File: config.mk
export PLATFORM = sky130hd
export DESIGN_NAME = tbl_rd_ctrl_w8d16
export DESIGN_NICKNAME = d
export VERILOG_FILES = /design/src/rtl/tbl_rd_ctrl_w8d16.sv
export SDC_FILE = /design/constraint.sdc
export NUM_CORES = 1
export LEC_CHECK = 0
export CAP_MARGIN = 20
export CORE_UTILIZATION = 47
export DETAILED_ROUTE_END_ITERATION = 10
export PLACE_DENSITY = 0.82
export SYNTH_ARGS = -nofsm -noshare
export SYNTH_HDL_FRONTEND = slang
export SYNTH_SLANG_ARGS = --single-unit
File: constraint.sdc
create_clock -name i_clk -period 1.35 [get_ports i_clk]
set_clock_uncertainty 0.05 [all_clocks]
set_input_delay 0.405 -clock i_clk [delete_from_list [all_inputs] [get_ports i_clk]]
set_output_delay 0.405 -clock i_clk [all_outputs]
set_load 0.01 [all_outputs]
File: src/rtl/tbl_rd_ctrl_w8d16.sv
// Read-side controller for a 16 x 8 table RAM: single-entry lookups and full-table scans,
// with a tag pipeline that routes the RAM read data back to the lookup or scan result port.
module tbl_rd_ctrl_w8d16 #(
   parameter int RD_LATENCY = 2
) (
   input  logic       i_clk,
   input  logic       i_rst_n,
   input  logic       i_lookup_req,
   input  logic [3:0] i_lookup_addr,
   output logic       o_lookup_ready,
   output logic       o_lookup_valid,
   output logic [7:0] o_lookup_data,
   input  logic       i_scan_start,
   output logic       o_scan_valid,
   output logic [3:0] o_scan_addr,
   output logic [7:0] o_scan_data,
   output logic       o_scan_done,
   output logic [3:0] o_ram_rdaddress,
   output logic       o_ram_rden,
   output logic       o_ram_rd_aclr,
   input  logic [7:0] i_ram_q
);

   typedef enum logic {
      IDLE = 1'b0,
      SCAN = 1'b1
   } state_t;

   state_t     state;
   state_t     state_nxt;
   logic [3:0] scan_cnt;
   logic [3:0] scan_cnt_nxt;
   logic       scan_end;
   logic       scan_end_nxt;
   logic       issue_scan;
   logic       issue_scan_nxt;
   logic       issue_nxt;
   logic [3:0] issue_addr_nxt;
   logic       accept;

   // Handshake: a lookup transfers on any rising edge where i_lookup_req and o_lookup_ready are both high.
   assign o_lookup_ready = (state == IDLE);
   assign accept         = i_lookup_req & o_lookup_ready;
   assign o_ram_rd_aclr  = ~i_rst_n;

   always_ff @(posedge i_clk or negedge i_rst_n) begin
      if (!i_rst_n) begin
         state <= IDLE;
      end else begin
         state <= state_nxt;
      end
   end

   // A lookup taking the same edge as a scan start pushes scan address 0 out by one cycle.
   always_comb begin
      state_nxt      = state;
      scan_cnt_nxt   = scan_cnt;
      scan_end_nxt   = 1'b0;
      issue_nxt      = 1'b0;
      issue_scan_nxt = 1'b0;
      issue_addr_nxt = o_ram_rdaddress;
      case (state)
         IDLE: begin
            if (accept) begin
               issue_nxt      = 1'b1;
               issue_addr_nxt = i_lookup_addr;
            end
            if (i_scan_start) begin
               state_nxt = SCAN;
               if (!accept) begin
                  issue_nxt      = 1'b1;
                  issue_scan_nxt = 1'b1;
                  issue_addr_nxt = 4'd0;
                  scan_cnt_nxt   = 4'd1;
               end
            end
         end
         SCAN: begin
            if (scan_end) begin
               state_nxt    = IDLE;
               scan_cnt_nxt = 4'd0;
            end else begin
               issue_nxt      = 1'b1;
               issue_scan_nxt = 1'b1;
               issue_addr_nxt = scan_cnt;
               scan_cnt_nxt   = scan_cnt + 4'd1;
               scan_end_nxt   = (scan_cnt == 4'd15);
            end
         end
         default: begin
            state_nxt = IDLE;
         end
      endcase
   end

   // scan_end marks the cycle in which address 15 is on the read port.
   always_ff @(posedge i_clk or negedge i_rst_n) begin
      if (!i_rst_n) begin
         scan_cnt        <= 4'd0;
         scan_end        <= 1'b0;
         issue_scan      <= 1'b0;
         o_ram_rden      <= 1'b0;
         o_ram_rdaddress <= 4'd0;
      end else begin
         scan_cnt        <= scan_cnt_nxt;
         scan_end        <= scan_end_nxt;
         issue_scan      <= issue_scan_nxt;
         o_ram_rden      <= issue_nxt;
         o_ram_rdaddress <= issue_addr_nxt;
      end
   end

   logic [RD_LATENCY-1:0] tag_valid;
   logic [RD_LATENCY-1:0] tag_scan;
   logic [3:0]            tag_addr [RD_LATENCY];
   logic                  head_valid;
   logic                  head_scan;
   logic [3:0]            head_addr;

   always_ff @(posedge i_clk or negedge i_rst_n) begin
      if (!i_rst_n) begin
         tag_valid <= '0;
         tag_scan  <= '0;
         for (int i = 0; i < RD_LATENCY; i++) begin
            tag_addr[i] <= 4'd0;
         end
      end else begin
         tag_valid[0] <= o_ram_rden;
         tag_scan[0]  <= issue_scan;
         tag_addr[0]  <= o_ram_rdaddress;
         for (int i = 1; i < RD_LATENCY; i++) begin
            tag_valid[i] <= tag_valid[i-1];
            tag_scan[i]  <= tag_scan[i-1];
            tag_addr[i]  <= tag_addr[i-1];
         end
      end
   end

   // The oldest tag lines up with the cycle in which i_ram_q carries its data.
   assign head_valid = tag_valid[RD_LATENCY-1];
   assign head_scan  = tag_scan[RD_LATENCY-1];
   assign head_addr  = tag_addr[RD_LATENCY-1];

   always_ff @(posedge i_clk or negedge i_rst_n) begin
      if (!i_rst_n) begin
         o_lookup_valid <= 1'b0;
         o_lookup_data  <= 8'd0;
         o_scan_valid   <= 1'b0;
         o_scan_addr    <= 4'd0;
         o_scan_data    <= 8'd0;
         o_scan_done    <= 1'b0;
      end else begin
         o_lookup_valid <= head_valid & ~head_scan;
         o_scan_valid   <= head_valid & head_scan;
         o_scan_done    <= head_valid & head_scan & (head_addr == 4'd15);
         if (head_valid && !head_scan) begin
            o_lookup_data <= i_ram_q;
         end
         if (head_valid && head_scan) begin
            o_scan_data <= i_ram_q;
            o_scan_addr <= head_addr;
         end
      end
   end

endmodule

==> metrics.yaml, run 1 <==
status: "finished clean"
critPathArrivalTime_ns: 0.85
holdBufCountCts: 0
crit_family: "flip-flops"
tightest_slew_ns: 0.5618
grt_usage: 0.1846
cts.clk_slew.worst_paths_ns: 0.08
core_um2: 3468
syn_area_um2: 1762
power.density_nw_per_um2: 2500
routed_via_density: 4.896
portBuffers: 45
critPathRequiredTime_ns: 0.90
initial_core_util: 0.5079
slew_headroom: 0.6255
yosysWarnings: 0
vias: 1131
clock_sinks: 47
fin_cells: 231
path_class: "reg -> out"
cp_num_buf_inv: 2
crit_fanout: 2
syn_area_per_cell_um2: 15.73
cts_buffers: 5
startpoint_type: "register"
synth_nets: 129
regArea_um2: 1176
ff2ff_setup_slack_ns: 0.16
synth_seq_cells: 47
worstReg2RegEnd: "o_lookup_data[3]$_DFFE_PN0P_"
fp.dieH_um: 63.23
multiInputGateArea_um2: 534.3
fp.dieW_um: 63.23
htree_num_levels: 2
place_inst: 211
worstSkewPairLatency_ns: 0.29
fin_crit_sh: 0.9661
swShare: 0.3139
drive_above_1_share: 0.4595
hold_viol: 0
drtIter0Drc: 40
areaGrowthSynthToFinish_pct: 35.01
fin_crit_ns: 1.304
p_int_mw: 4.079
antenna_left: 0
drv_cap: 0
drc_errors: 0
r2r_start: "tag_scan[1]$_DFF_PN0_"
grt_pass1_wl_um: 5526
dieArea_um2: 3997
cts_max_path_buffers: 2
maxSlewViolCount: 0
yosysSeqAreaShare: 0.6676
max_stage_delay_ns: 0.39
cpMaxStageDelayCell: "dfrtp_1"
grt_max_degree: 48
post_dp_cell_area_um2: 2335
max_freq_mhz: 766.8
endpoint_kind: "output pin"
cts_tree: "built"
netlist_instances: 112
std_cell_rows: 21
ios: 46
wl_per_cell_um: 14.10
path_cells: "inv_2, buf_2"
fillerInstances: 279
seq_power_share: 0.407
grt_pass1_vias: 1149
dp_slack_ns: -0.1987
stdcell_area_um2: 2379
antenna_found_initial: 0
ff2ff_path_depth: 3
wirelength_um: 3258
n_antenna_cell: 0
netlist-cell-type-count: 25
gr-total-overflow: 0
p_switching_mw: 1.866
clockPowerShare: 0.150
p_leak_nw: 1.139
max-vdd-ir-drop_v: 0.001105
drt_first_pass_iters: 4
grt_setup_unrepaired: "false"
setup_viol_count_final: 0
place.gp.congestion: 0.7553
comb_power_share: 0.443
nets: 201
hp-class: "in -> async"
cts-root-buf: "clkbuf_8"
totalPowerFinal_mw: 5.945
finalWorstSetupSlack_ns: 0.04580
==> worst max-delay path by stage <==
| stage | from | to | slack, ns | depth (start not counted) |
|---|---|---|---|---|
| finish | state$_DFF_PN0_ | o_lookup_ready | 0.05 | 2 |
| global route | state$_DFF_PN0_ | o_lookup_ready | 0.001 | 2 |
| CTS | o_scan_valid$_DFF_PN0_ | o_scan_valid | 0.007 | 1 |
| detailed placement | i_rst_n | o_ram_rd_aclr | -0.20 | 3 |
| global placement | i_rst_n | o_ram_rd_aclr | -0.21 | 3 |
| floorplan | tag_scan[1]$_DFF_PN0_ | o_lookup_data[0]$_DFFE_PN0P_ | 0.22 | 3 |
==> layout make-up <==
class	instances	area share
multi-input combinational	56	0.2246
clock buffer	8	0.04208
sequential	47	0.4945
timing repair buffer	69	0.2067
tap	46	0.02420
inverter	5	0.007891
==> logic make-up (layout without fill, tap and decap cells) <==
| logic type | count (synthesis) | count (layout) | share of synthesized area |
|---|---|---|---|
| compound gates | 16 | 16 | 0.06250 |
| xor+xnor | 2 | 2 | 0.009945 |
| mux | 24 | 24 | 0.1847 |
| fa+ha+maj | 1 | 1 | 0.007101 |
| simple gates | 13 | 13 | 0.03906 |
| buf+inv | 9 | 82 | 0.02912 |
| flops | 47 | 47 | 0.6676 |
==> metrics by stage <==
stage / utilization / setup TNS (ns) / hold WS, ns
floorplan: - / 0 / 0.05941
global placement: 0.6732 / -1.397 / 0.2829
detailed placement: 0.6732 / -1.712 / 0.2871
CTS: 0.6901 / 0 / 0.1799
global route: 0.6858 / 0 / 0.1987
finish: 0.6858 / 0 / 0.1636
==> registers in the layout, summed over array words and instances, names as in the netlist <==
name / flops
o_scan_valid: 1
o_lookup_valid: 1
o_scan_data: 8
issue_scan: 1
o_lookup_data: 8
o_scan_addr: 4
tag_addr: 4
tag_scan: 2
scan_end: 1
head_addr: 4
tag_valid: 2
o_ram_rden: 1
scan_cnt: 4
o_ram_rdaddress: 4
state: 1
o_scan_done: 1
==> routing by layer <==
| layer | wire length [µm] | GRT usage |
|---|---|---|
| met2 | 1597 | 0.2944 |
| met3 | 209 | 0.06884 |
| met4 | 28 | 0.05966 |
| met1 | 1423 | 0.2329 |
| met5 | 0 | 0 |
==> layout by cell type, fill, tap and decap left out, drive strengths merged, types with 2 or more instances in the layout <==
master / netlist / layout
mux2: 20 / 20
o2bb2ai: 2 / 2
clkbuf: 0 / 11
buf: 4 / 51
o21ai: 4 / 4
nand2: 2 / 2
nand3: 2 / 2
nor2b: 2 / 2
clkdlybuf4s50: 0 / 14
dfrtp: 47 / 47
nor2: 4 / 4
a221oi: 4 / 4
nand2b: 2 / 2
a21oi: 4 / 4
inv: 5 / 5
mux2i: 4 / 4
==> Yosys cell counts <==
| cell type | count | share of area |
|---|---|---|
| nand4_1 | 1 | 0.0036 |
| nand2_2 | 1 | 0.0036 |
| nor2_1 | 4 | 0.0085 |
| nand2b_1 | 1 | 0.0036 |
| nor2b_1 | 2 | 0.0071 |
| mux2_2 | 4 | 0.026 |
| a21o_1 | 1 | 0.0043 |
| mux2i_1 | 4 | 0.023 |
| nand2_1 | 1 | 0.0021 |
| o21ai_0 | 3 | 0.0085 |
| xor2_1 | 1 | 0.0050 |
| inv_1 | 5 | 0.011 |
| mux2_4 | 16 | 0.14 |
| o21ai_2 | 1 | 0.0050 |
| a21oi_1 | 4 | 0.011 |
| dfrtp_1 | 47 | 0.67 |
| o2bb2ai_1 | 2 | 0.0099 |
| a221oi_1 | 4 | 0.020 |
| o22ai_1 | 1 | 0.0036 |
| xnor2_1 | 1 | 0.0050 |
| buf_6 | 2 | 0.013 |
| nand2b_2 | 1 | 0.0050 |
| nand3_1 | 2 | 0.0057 |
| buf_2 | 2 | 0.0057 |
| ha_1 | 1 | 0.0071 |
==> power groups by stage <==
| stage | sequential, mW | clock (mW) | combinational (mW) |
|---|---|---|---|
| 2_1_floorplan | 2.62 | 0 | 1.28 |
| 3_3_place_gp | 2.43 | 0 | 2.69 |
| 3_5_place_dp | 2.47 | 0 | 2.76 |
| 4_1_cts | 2.42 | 0.908 | 2.67 |
| 5_1_grt | 2.50 | 0.970 | 2.85 |
| 6_report | 2.42 | 0.891 | 2.63 |
==> repair_timing <==
item,4_1_cts,5_1_grt
endpoints found under the hold margin,0,0
resized for setup,111,5
setup endpoints to repair,30,5
pin swaps,0,0
buffers inserted,12,0
gates cloned,0,0
Power figures use the tool's default switching activity.
==> inputs of run 2 (changes only) <==
--- a/config.mk
+++ b/config.mk
@@ -5,10 +5,11 @@
 export SDC_FILE = /design/constraint.sdc
 export NUM_CORES = 1
 export LEC_CHECK = 0
+export ABC_AREA = 1
 export CAP_MARGIN = 20
 export CORE_UTILIZATION = 47
 export DETAILED_ROUTE_END_ITERATION = 10
-export PLACE_DENSITY = 0.82
+export PLACE_DENSITY = 0.81
 export SYNTH_ARGS = -nofsm -noshare
 export SYNTH_HDL_FRONTEND = slang
 export SYNTH_SLANG_ARGS = --single-unit
==> run 2 against run 1 <==
  * Cell area down 0.74%
  * Non-clock buffer count down 3
  * Sequential share of layout area up 0.37 points
  * Worst hold slack better by 0.016 ns
  * Worst setup slack worse by 0.0086 ns
  * Area after synthesis up 1.2%
  * Core utilization down 4.1 points
  * Power down 8.9%
  * Highest routed layer unchanged
==> metrics.yaml, run 2 <==
initial_core_util: 0.4870  # was 0.5079
crit_fanout: 2  # unchanged
synth_xor_area_frac: 0  # was 0.009943
netlist-cell-type-count: 19  # was 25
fin_setup_tns_ns: 0  # unchanged
startpoint_type: "input port"  # was register
cp_num_buf_inv: 3  # was 2
std_cell_rows: 22  # was 21
cts_max_path_buffers: 2  # unchanged
final_cell_mix: "55 x nand2_1, 47 x dfrtp_1, 28 x buf_2, 23 x inv_1, 21 x buf_4"  # was 47 x dfrtp_1, 27 x buf_2, 23 x buf_4, 16 x mux2_4, 14 x clkdlybuf4s50_1
vias: 1372  # was 1131
cts.clk_slew.worst_paths_ns: 0.09  # was 0.08 ns
synthMuxAreaShare: 0  # was 0.1847
wl_per_cell_um: 11.31  # was 14.10 µm
ys_top_cells_by_area: "dfrtp_1 66%, nand2_1 12%, inv_1 4.8%"  # was dfrtp_1 67%, mux2_4 14%, mux2_2 2.6%
ff2ff_path_depth: 6  # was 3
syn_area_um2: 1783  # was 1762 µm²
place.gp.congestion: 0.8386  # was 0.7553
drive_above_1_share: 0.2967  # was 0.4595
final_common_cell: "nand2_1"  # was dfrtp_1
worstReg2RegEnd: "o_ram_rdaddress[3]$_DFFE_PN0P_"  # was o_lookup_data[3]$_DFFE_PN0P_
hp-class: "in -> async"  # unchanged
grt_max_degree: 48  # unchanged
synth_common_cells: "55 x nand2_1, 47 x dfrtp_1, 23 x inv_1, 14 x o21ai_0, 8 x o21ai_2"  # was 47 x dfrtp_1, 16 x mux2_4, 5 x inv_1
yosysSeqAreaShare: 0.6596  # was 0.6676
synth_most_common_cell: "nand2_1"  # was dfrtp_1
ios: 46  # unchanged
synth_top_family_by_area: "simple AND/OR/NAND/NOR gates"  # was multiplexers
areaGrowthSynthToFinish_pct: 32.42  # was 35.01%
syn_area_per_cell_um2: 10.13  # was 15.73 µm²
max_freq_mhz: 761.7  # was 766.8 MHz
fp.dieH_um: 63.59  # was 63.23 µm
cpMaxStageDelayCell: "dlygate4sd2_1"  # was dfrtp_1
p_leak_nw: 1.252  # was 1.139 nW
dp_slack_ns: -0.2417  # was -0.1987 ns
drc_errors: 0  # unchanged
setup.worst_path.start: "i_rst_n"  # was state$_DFF_PN0_
worstSetupEndpoint: "o_ram_rd_aclr"  # was o_lookup_ready
cts-root-buf: "clkbuf_8"  # unchanged
synth_compound_area_frac: 0.08561  # was 0.06250
yosysWarnings: 0  # unchanged
drt_first_pass_iters: 4  # unchanged
holdBufCountCts: 0  # unchanged
antenna_found_initial: 0  # unchanged
synth_edf_count: 0  # unchanged
synth_top_area_cell: "dfrtp_1"  # unchanged
ys.flop_type: "dfrtp_1"  # unchanged
core_um2: 3661  # was 3468 µm²
synth_top_area_frac: 0.6596  # was 0.6676
cts_tree: "built"  # unchanged
drtIter0Drc: 70  # was 40
max-vdd-ir-drop_v: 0.0009182  # was 0.001105 V
drv_cap: 0  # unchanged
hold_viol: 0  # unchanged
power.density_nw_per_um2: 2295  # was 2500 nW/µm²
fin_crit_ns: 1.313  # was 1.304 ns
setup_viol_count_final: 0  # unchanged
largestRegisters: "o_lookup_data x8, o_scan_data x8"  # unchanged
n_antenna_cell: 0  # unchanged
routed_via_density: 4.667  # was 4.896
synthSimpleGateAreaFrac: 0.1754  # was 0.03906
synthArstFlopShare: 1.000  # unchanged
antenna_left: 0  # unchanged
max_stage_delay_ns: 0.29  # was 0.39 ns
cp_num_cells: 3  # was 2
htree_num_levels: 2  # unchanged
path_cells: "buf_2, inv_1, dlygate4sd2_1"  # was inv_2, buf_2
gr-total-overflow: 0  # unchanged
synth_seq_cells: 47  # unchanged
fin_crit_sh: 0.9724  # was 0.9661
grt_setup_unrepaired: "false"  # unchanged
finalWorstSetupSlack_ns: 0.03723  # was 0.04580 ns
netlist_instances: 176  # was 112
path_class: "in -> out"  # was reg -> out
endpoint_kind: "output pin"  # unchanged
post-route-util: 0.6449  # was 0.6858
cts_buffers: 5  # unchanged
grt_pass1_vias: 1307  # was 1149
critPathArrivalTime_ns: 0.86  # was 0.85 ns
worstSkewPairLatency_ns: 0.29  # about the same
slew_headroom: 0.6205  # was 0.6255
nets: 262  # was 201
hpwlAfterDp_um: 2351
status: "finished clean"  # unchanged
synth_nets: 193  # was 129
grt_usage: 0.1873  # was 0.1846
ff2ff_setup_slack_ns: 0.19  # was 0.16 ns
wirelength_um: 3326  # was 3258 µm
fp.dieW_um: 63.59  # was 63.23 µm
clock_sinks: 47  # unchanged
critPathRequiredTime_ns: 0.90  # about the same
dieArea_um2: 4044  # was 3997 µm²
crit_family: "buffers and inverters"  # was flip-flops
maxSlewViolCount: 0  # unchanged
fillerInstances: 319  # was 279
synth_fa_ha_area_frac: 0.007018  # was 0.007102
r2r_start: "state$_DFF_PN0_"  # was tag_scan[1]$_DFF_PN0_
tightest_slew_ns: 0.5693  # was 0.5618 ns
portBuffers: 45  # unchanged
grt_pass1_wl_um: 5747  # was 5526 µm
==> run 2: routing by layer <==
layer,part of all wire,vias up,wire length (µm),GRT usage
li1,-,678,-,-
met1,0.45,640,1505,0.2316
met2,0.48,52,1609,0.3138
met3,0.061,2,202,0.04529
met4,0.0030,0,10,0.07386
met5,0,-,0,0
==> run 2: area by class of cell <==
type	count	area, µm²	area share
multi-input combinational	101	478.0	0.2024
clock buffer	5	68.82	0.02915
tap	48	60.06	0.02544
clock inverter	3	25.02	0.01060
timing repair buffer	66	462.9	0.1961
inverter	24	90.09	0.03816
sequential	47	1176	0.4981
==> run 2: worst register-to-register path: stages (launching register included) <==
cell and delay [ns]:
dfrtp_1 0.39, inv_2 0.07, buf_4 0.11, nand2_2 0.05, nand2_1 0.19, nand2_1 0.08, a21oi_1 0.14
==> run 2: worst min-delay path by stage <==
stage | to | slack [ns]
6_report | o_scan_done$_DFF_PN0_ | 0.18
5_1_grt | o_lookup_data[6]$_DFFE_PN0P_ | 0.22
4_1_cts | o_scan_valid$_DFF_PN0_ | 0.19
3_5_place_dp | head_addr[1]$_DFF_PN0_ | 0.28
3_3_place_gp | head_addr[0]$_DFF_PN0_ | 0.28
2_1_floorplan | head_addr[0]$_DFF_PN0_ | 0.06
==> run 2: cells by family (layout without fill, tap and decap cells) <==
logic type      after synthesis  in the layout
buf+inv                      28             98
simple gates                 76             76
compound gates               24             24
fa+ha+maj                     1              1
flops                        47             47
==> run 2: where the power goes <==
group | internal [mW] | switching, mW | total [mW]
registers | 2.04 | 0.346 | 2.39
clock network | 0.370 | 0.466 | 0.836
logic | 1.02 | 1.18 | 2.19
==> run 2: through the flow <==
stage	instance area [µm²]	total power [mW]	instances	hold slack, ns
floorplan	1783	3.546	176	0.05941
global placement	2325	4.672	275	0.2828
detailed placement	2325	4.772	275	0.2847
CTS	2360	5.459	294	0.1883
global route	2361	5.842	294	0.2186
finish	2361	5.419	294	0.1792
==> run 2: repair_timing <==
| action | 4_1_cts | 5_1_grt |
|---|---|---|
| gates resized for setup | 115 | 2 |
| setup endpoints to repair | 30 | 2 |
| buffers inserted | 11 | 0 |
